===== config.mk =====
export PLATFORM = sky130hd
export DESIGN_NAME = alu
export DESIGN_NICKNAME = d
export VERILOG_FILES = /design/src/rtl/alu.sv
export SDC_FILE = /design/constraint.sdc
export NUM_CORES = 1
export LEC_CHECK = 0
export CORE_ASPECT_RATIO = 1.4
export CORE_MARGIN = 5
export CORE_UTILIZATION = 35
export CTS_CLUSTER_DIAMETER = 50
export CTS_CLUSTER_SIZE = 25
export DETAILED_ROUTE_END_ITERATION = 7
export PLACE_DENSITY = 0.55
export SLEW_MARGIN = 20
export SYNTH_ARGS = -nofsm -noshare
export SYNTH_HDL_FRONTEND = slang
export SYNTH_SLANG_ARGS = --single-unit

===== constraint.sdc =====
create_clock -name clk -period 0.8 [get_ports clk]
set_input_delay 0.16 -clock clk [delete_from_list [all_inputs] [get_ports clk]]
set_output_delay 0.16 -clock clk [all_outputs]
set_load 0.03 [all_outputs]

===== src/rtl/alu.sv =====
// alu: registered 16-op integer ALU (add/sub, logic, shifts/rotate, inc/dec, slt, pass).
// Latency: one clk from A/B/OP to RESULT and flags; a new operation is taken every cycle.
// Backpressure: none; there is no handshake and the result is overwritten every cycle.
//
// Ports:
//   clk       rising-edge clock, all outputs registered on it
//   rst       asynchronous active-high reset (RESULT=0, CARRY=0, OVERFLOW=0, ZERO=1)
//   A, B      operands (WIDTH bits); shifts and rotates use B[3:0] as the amount
//   OP        4-bit operation select
//   RESULT    registered result
//   CARRY     registered carry / borrow / last shifted-out bit
//   OVERFLOW  registered signed-overflow flag
//   ZERO      registered flag, set when the result being registered is zero
module alu #(
   parameter int WIDTH = 16
) (
   input  logic             clk,
   input  logic             rst,
   input  logic [WIDTH-1:0] A,
   input  logic [WIDTH-1:0] B,
   input  logic [3:0]       OP,
   output logic [WIDTH-1:0] RESULT,
   output logic             CARRY,
   output logic             OVERFLOW,
   output logic             ZERO
);

   typedef enum logic [3:0] {
      OP_ADD  = 4'h0,
      OP_SUB  = 4'h1,
      OP_AND  = 4'h2,
      OP_OR   = 4'h3,
      OP_XOR  = 4'h4,
      OP_NOT  = 4'h5,
      OP_NAND = 4'h6,
      OP_NOR  = 4'h7,
      OP_SHL  = 4'h8,
      OP_SHR  = 4'h9,
      OP_SAR  = 4'hA,
      OP_ROL  = 4'hB,
      OP_INC  = 4'hC,
      OP_DEC  = 4'hD,
      OP_SLT  = 4'hE,
      OP_PASS = 4'hF
   } op_e;

   localparam logic [WIDTH-1:0] ONE = {{(WIDTH-1){1'b0}}, 1'b1};

   op_e             op_sel;
   logic [3:0]      shamt;
   logic            is_sub;
   logic [WIDTH-1:0] arith_b;
   logic [WIDTH:0]  sum;
   logic            arith_ovf;
   logic [WIDTH:0]  shl_ext;
   logic [WIDTH:0]  shr_ext;
   logic [WIDTH:0]  sar_ext;
   logic [WIDTH-1:0] rol_res;
   logic [31:0]     rol_back;
   logic            slt;

   logic [WIDTH-1:0] res_nxt;
   logic            carry_nxt;
   logic            ovf_nxt;

   assign op_sel = op_e'(OP);
   assign shamt  = B[3:0];

   // ADD/SUB/INC/DEC share one WIDTH+1 bit adder; bit WIDTH is carry for add
   // and borrow for subtract.
   assign is_sub  = (op_sel == OP_SUB) || (op_sel == OP_DEC);
   assign arith_b = ((op_sel == OP_INC) || (op_sel == OP_DEC)) ? ONE : B;
   assign sum     = is_sub ? ({1'b0, A} - {1'b0, arith_b})
                           : ({1'b0, A} + {1'b0, arith_b});
   // Add overflows when operand signs match, subtract when they differ; in both
   // cases the result sign then disagrees with A.
   assign arith_ovf = ((A[WIDTH-1] ^ arith_b[WIDTH-1]) == is_sub) &&
                      (sum[WIDTH-1] != A[WIDTH-1]);

   // Shifts run one bit wider so the last bit pushed out lands in the extra
   // bit; with a zero amount that extra bit is the padding zero.
   assign shl_ext  = {1'b0, A} << shamt;
   assign shr_ext  = {A, 1'b0} >> shamt;
   assign sar_ext  = $signed({A, 1'b0}) >>> shamt;
   assign rol_back = 32'(WIDTH) - 32'(shamt);
   assign rol_res  = (A << shamt) | (A >> rol_back);

   assign slt = $signed(A) < $signed(B);

   always_comb begin
      res_nxt   = '0;
      carry_nxt = 1'b0;
      ovf_nxt   = 1'b0;
      case (op_sel)
         OP_ADD, OP_SUB, OP_INC, OP_DEC: begin
            res_nxt   = sum[WIDTH-1:0];
            carry_nxt = sum[WIDTH];
            ovf_nxt   = arith_ovf;
         end
         OP_AND:  res_nxt = A & B;
         OP_OR:   res_nxt = A | B;
         OP_XOR:  res_nxt = A ^ B;
         OP_NOT:  res_nxt = ~A;
         OP_NAND: res_nxt = ~(A & B);
         OP_NOR:  res_nxt = ~(A | B);
         OP_SHL: begin
            res_nxt   = shl_ext[WIDTH-1:0];
            carry_nxt = shl_ext[WIDTH];
         end
         OP_SHR: begin
            res_nxt   = shr_ext[WIDTH:1];
            carry_nxt = shr_ext[0];
         end
         OP_SAR: begin
            res_nxt   = sar_ext[WIDTH:1];
            carry_nxt = sar_ext[0];
         end
         OP_ROL:  res_nxt = rol_res;
         OP_SLT:  res_nxt = {{(WIDTH-1){1'b0}}, slt};
         OP_PASS: res_nxt = A;
         default: res_nxt = '0;
      endcase
   end

   // ZERO comes from the value being registered, not the old RESULT.
   always_ff @(posedge clk or posedge rst) begin
      if (rst) begin
         RESULT   <= '0;
         CARRY    <= 1'b0;
         OVERFLOW <= 1'b0;
         ZERO     <= 1'b1;
      end else begin
         RESULT   <= res_nxt;
         CARRY    <= carry_nxt;
         OVERFLOW <= ovf_nxt;
         ZERO     <= (res_nxt == '0);
      end
   end

endmodule


* Word level (Yosys, flattened, before mapping)
Cells that the tools add are included.
** Cells by class
- Shifts and indexed selects :: 5
- Reduce and logical (&&, ||, !) cells :: 6
- Bitwise operators :: 8
- Order comparisons :: 1
- Eq/ne operators :: 17
- Add/subtract/negate cells :: 3
- Muxes and demuxes :: 5
- Multiply operators :: 0
- Divide/modulo/power cells :: 0
** Operator list (number)
- case mux 16 bit (13 select lines) :: 1
- NOT 16 bit :: 3
- equality test 4 bit (second input constant) :: 8
- OR 16 bit :: 2
- right shift 16 x 32 -> 16 bit :: 1
- adder 16 x 16 -> 17 bit :: 1
- two-way mux 17 bit :: 1
- << shifter 16 x 4 -> 17 bit :: 1
- right shift 17 x 4 -> 17 bit :: 1
- >>> shifter 17 x 4 -> 17 bit :: 1
- subtractor 16 x 16 -> 17 bit :: 1
- AND 16 bit :: 1
- equality test 4 x 3 -> 1 bit (second input constant) :: 4
- zero test 16 bit :: 1
- less-than comparator 16 bit :: 1
- two-way mux 16 bit :: 1
- << shifter 16 x 4 -> 16 bit :: 1
- bitwise XOR 16 bit :: 1
- equality test 4 x 2 -> 1 bit (second input constant) :: 2
- subtractor 5 x 4 -> 6 bit (first input constant) :: 1
- equality test 4 x 1 -> 1 bit (second input constant) :: 1
- zero test 4 bit :: 1
- case mux 1 bit (4 select lines) :: 1
- OR reduction 4 bit :: 1
- 6 further kinds :: 7
** Word-level totals
- Word-level logic and storage cells :: 49
- Bits in latches :: 0
- RAM bits :: 0
- Memory bits (read-only) :: 0
- Input bits :: 38
- Flip-flop bits (word level) :: 19
- Output and inout port bits :: 19
- Memories kept :: 0

* Depth between registers and ports, before layout
- Depth in word-level cells :: 8
- Gate-level depth with buffers :: 25

* Worst setup path after synthesis
OpenSTA, ideal clock, no wires.
- Path kind :: input port to flip-flop
- Start point :: input OP[2]
- End point :: register ZERO
- Cell stages on the path :: 23
- Buffers on the path :: 5
- Slack :: -3.549 ns
- Library setup time :: 0.068 ns
- Arrival time :: 4.281 ns
- Cell sequence :: buf_2 -> buf_2 -> buf_2 -> buf_2 -> nand2_1 -> clkbuf_1 -> nand2_1 -> inv_1 -> ha_1 -> o21ai_0 -> nand2_1 -> nand2_1 -> o211ai_1 -> ha_1 -> o21ai_0 -> o21bai_1 -> a2111oi_0 -> o31ai_1 -> xor2_1 -> o32a_1 -> a2111oi_0 -> o2111ai_1 -> nor2_1
** On the way
- Cells in the longest elaborated chain, start to end :: 7
- Elaborated cells between the ends (all ways) :: 25
** Ends and longest elaborated chain
- from (decl) :: line 21 : input logic [3:0] OP,
- equality test 4 bit, on equally long branches :: line 72, 94, 71
- logical OR 1 bit :: line 72 : assign arith_b = ((op_sel == OP_INC) || (op_sel == OP_DEC)) ? ONE : B;
- two-way mux 16 bit :: line 72
- adder 16 x 16 -> 17 bit / subtractor 16 x 16 -> 17 bit (equally long branches) :: line 74, 73
- two-way mux 17 bit :: line 73 : assign sum = is_sub ? ({1'b0, A} - {1'b0, arith_b})
- case mux 16 bit (13 select lines) (*) :: line 94 : case (op_sel)
- via res_nxt[10] :: line 62 : logic [WIDTH-1:0] res_nxt;
- zero test 16 bit (*) :: line 136 : ZERO <= (res_nxt == '0);
- to (signal assigned) :: line 136
- to (decl) :: line 25 : output logic ZERO
Mark *: on every way through the listed nets, which the timed path passes. The rest lies on a longest branch.

* Final worst setup path
- Start point :: input B[2]
- End point :: register RESULT[15]
** On the way
- Cells in the longest elaborated chain, start to end :: 4
- Elaborated cells between the ends (all ways) :: 12
** Ends and longest elaborated chain
- from (decl) :: line 20 : input logic [WIDTH-1:0] B,
- subtractor 5 x 4 -> 6 bit / two-way mux 16 bit (equally long branches) :: line 85, 72
- right shift 16 x 32 -> 16 bit (tied with other cells) :: line 86 : assign rol_res = (A << shamt) | (A >> rol_back);
- OR 16 bit / two-way mux 17 bit (equally long branches) :: line 86, 73
- case mux 16 bit (13 select lines) (*) :: line 94
- via res_nxt[15] :: line 62
- to (signal assigned) :: line 133 : RESULT <= res_nxt;
- to (decl) :: line 22 : output logic [WIDTH-1:0] RESULT,
Marked as above.

==> summary.txt <==
STA
  • Max Slew Vio Count: 0
  • Fmax: 313.2 MHz
  • Max-Slew Margin vs Limit: 40.32%
  • Unrepaired setup endpoints after global routing: true
  • Final min period: 3.192 ns
  • Final Hold Fails: 0
  • Crit share post-route: 399.1%
  • Final setup margin: -2.392 ns
  • Worst hold slack: around 0.25 ns
  • Final setup fails: 38
  • Worst-Margin Slew: between 0.8 and 0.9 ns

Placement
  • Cells after DPL: between 1,000 and 1,500
  • Hpwl dp: 29,200 um
  • Post-place setup slack: -3.315 ns
  • Port bufs: 56
  • Placer Congestion: approximately 1.0

Route
  • DRC violations left: 0
  • Detailed Route WL: between 30,000 and 40,000 um
  • Via density: 6.129
  • Vias: slightly above 9,000
  • Routed wire per std cell: ~25 um
  • ANT nets after route: 0
  • Drt first pass iters: 5
  • DR iter-0 viols: ~1,100

Global routing
  • Total gr overflow: 0
  • Met2 global-route usage: approximately 55%
  • Total track usage: approximately a third
  • First-pass GRT wire length: 55,370 um
  • Grt met1 use: 38.66%
  • Top Usage Layer GRT: met2
  • Vias in the first global route: about 9,000
  • Antenna violations before repair: 1
  • Largest net degree at the start of global routing: slightly below 50
  • GRT met3 Usage: approximately 4.3%

Worst setup path
  • Critical Path Source Type: input pin
  • Buf+Inv Stages, Crit Path: 2
  • Ordered cell list for the critical path: buf_8 -> nor2_4 -> nand3_2 -> nor3_4 -> buf_4 -> and3_4 -> o21ai_4 -> nand2_2 -> nand2_2 -> o211ai_1 -> ha_2 -> o21a_1 -> o221a_4 -> o31a_1 -> o211ai_1 -> nand2_1 -> mux2_4 -> o211a_1 -> o21ai_1
  • CP delay by family, top: compound AO/OA/AOI/OAI gates
  • CP required: 0.96 ns
  • Setup crit end kind: register
  • Critical Path AT: approximately 3.4 ns
  • CP peak stage delay: around 0.32 ns
  • CP max-delay cell: ha_2
  • CP Class: in -> reg
  • Critical path peak fanout: 4

Power
  • Leak Pwr: 5.048 nW
  • Sequential share of power: between 10% and 20%
  • Combinational share of power: approximately four fifths
  • Switching Fraction: approximately 45%
  • NetSw: approximately 5.2 mW
  • Internal power: ~6.3 mW
  • Clk pwr share: 8.8%
  • Design Power: about 12 mW
  • Maximum vdd drop: between 0.001 and 0.0015 V
  • Power Density: around 1000 nW/um2

Layout
  • Commonest non-fill, non-tap cell in the layout: buf_4
  • Final core utilization: ~60%
  • Area grow syn2layout: 70.91%
  • Most frequent cells in the layout: buf_4 (337), nor2_1 (65), nand2_1 (58)
  • Post-route insts no fill: 1,520
  • Nets: ~1,400
  • Share of post-route cells with drive strength above 1: just under 50%

Run
  • Max-Cap Viols: 0

Clocking
  • CTS H-tree depth: 1
  • CTS tree: yes
  • Root buffer cell: clkbuf_16
  • Clock Sinks: 19
  • Num CTS Buffers: 3
  • Clock Tree Buf Depth: 2
  • Clock slew at reported path FFs: roughly 0.050 ns
  • Hold bufs inserted after CTS: 0

Synth
  • Post-Synth XOR/XNOR Area: under 10%
  • Synthesized area: between 6000 and 7000 um2
  • Async SR Flop Fraction: 100.0%
  • Synth warn: 0
  • Synth Area in Compound Gates: between 30 and 40%
  • Library cells used by synthesis: between 70 and 80
  • Synth Flop Type: dfrtp_1
  • Largest family of logic cells by synthesized area: compound AO/OA/AOI/OAI gates
  • Cells after synthesis: around 900
  • Post-synth EDFFs: 0
  • Post-synthesis adder-cell area fraction: between 10 and 15%
  • Post-synthesis sequential area ratio: 7.118%
  • Avg Cell Area, Syn: between 7 and 8 um2
  • Flops & latches, synth: 19
  • Mapped Nets: 1,008
  • Mux cell area share after synthesis: between 10% and 20%
  • Post-Synth Simple-Gate Area: 20.29%

Die
  • Core ar.: 19,070 um2
  • Num rows: 60
  • # IOs: 57
  • Die height: 173.7 um
  • Die area: roughly 22,000 um2
  • Die X: 126.9 um
  • Initial Util: a little over a third

Run status
  • Status: finished, violations left
  • Failing checks: setup timing

Hold path
  • Hold WC Path Type: in -> async
-- path summary, 6_finish.rpt --
path	from	end	slack [ns]	depth (start not counted)
max in group asynchronous	rst	RESULT[2]$_DFF_PP0_	0.39	3
setup / recovery	B[2]	RESULT[15]$_DFF_PP0_	-2.39	19
min in group clk	B[0]	RESULT[0]$_DFF_PP0_	0.70	7
hold / removal	rst	RESULT[12]$_DFF_PP0_	0.25	3
-- kinds of logic (layout without fill, tap and decap cells) --
logic type               count (synthesis)  after routing
buffers and inverters                  129            498
flip-flops                              19             19
XOR/XNOR                                29             29
adder cells (fa/ha/maj)                 68             68
multiplexers                            84             84
other                                    0              1
AND/OR/NAND/NOR                        279            279
AO/OA/AOI/OAI                          294            294
-- state kept, by name (all words and copies together), names as in the netlist --
name	flops
OVERFLOW	1
CARRY	1
RESULT	16
ZERO	1
-- repair_timing --
item,CTS,global route
pin swaps,60,62
setup buffers,38,20
gates resized for setup,191,88
setup endpoints to repair,38,38
cloned,2,0
-- stage by stage --
stage,TNS [ns],cell area (um2)
floorplan,-38.68,7000
global placement,-51.99,9980
detailed placement,-52.00,9980
CTS,-38.17,10940
global route,-40.55,11440
finish,-38.43,11450
-- worst min-delay path: stages --
cell and delay [ns]:
clkdlybuf4s50_1 0.39, inv_1 0.11, buf_4 0.15
-- cell usage after synthesis, types with 7 or more instances --
master | instances | area share [%]
a211oi_1 | 19 | 2.1
a21oi_1 | 62 | 4.6
a221oi_1 | 7 | 0.92
a22oi_1 | 7 | 0.78
a31oi_1 | 15 | 1.4
a32oi_1 | 7 | 0.92
buf_1 | 9 | 0.50
buf_2 | 25 | 1.9
clkbuf_1 | 42 | 2.4
dfrtp_1 | 18 | 6.7
ha_1 | 67 | 13
inv_1 | 46 | 2.6
mux2_2 | 23 | 3.9
mux2i_1 | 34 | 5.1
mux4_2 | 27 | 9.1
nand2_1 | 65 | 3.6
nand2b_1 | 16 | 1.5
nand3_1 | 29 | 2.2
nor2_1 | 81 | 4.5
nor2b_1 | 11 | 1.0
nor3_1 | 22 | 1.6
nor4_1 | 14 | 1.3
o211ai_1 | 10 | 1.1
o21ai_0 | 60 | 4.5
o22ai_1 | 8 | 0.75
o311ai_0 | 7 | 0.92
o31ai_1 | 9 | 1.0
o32a_1 | 8 | 1.2
xnor2_1 | 17 | 2.2
xor2_1 | 12 | 1.6
-- layer usage --
metal  vias up  share of wire [%]
li1       4172                  -
met1      4442                 37
met2       528                 47
met3       174                7.0
met4         0                9.1
met5         -                  0
-- power by group through the flow --
stage | clock (mW) | sequential, mW | combinational [mW]
floorplan | 0 | 1.53 | 3.71
CTS | 1.01 | 1.22 | 8.45
global route | 1.07 | 1.23 | 9.75
finish | 1.01 | 1.21 | 9.29
global placement | 0 | 1.20 | 7.64
detailed placement | 0 | 1.20 | 7.66
-- layout make-up --
| class | count | area [um2] |
|---|---|---|
| clock buffers | 4 | 78.83 |
| inverters | 50 | 200.2 |
| flip-flops and latches | 19 | 476.7 |
| fillers | 1779 | 7621 |
| well taps | 248 | 310.3 |
| multi-input cells | 754 | 6456 |
| repair buffers | 444 | 3923 |
| diodes | 1 | 2.502 |
(Power assumes the default switching activity.)
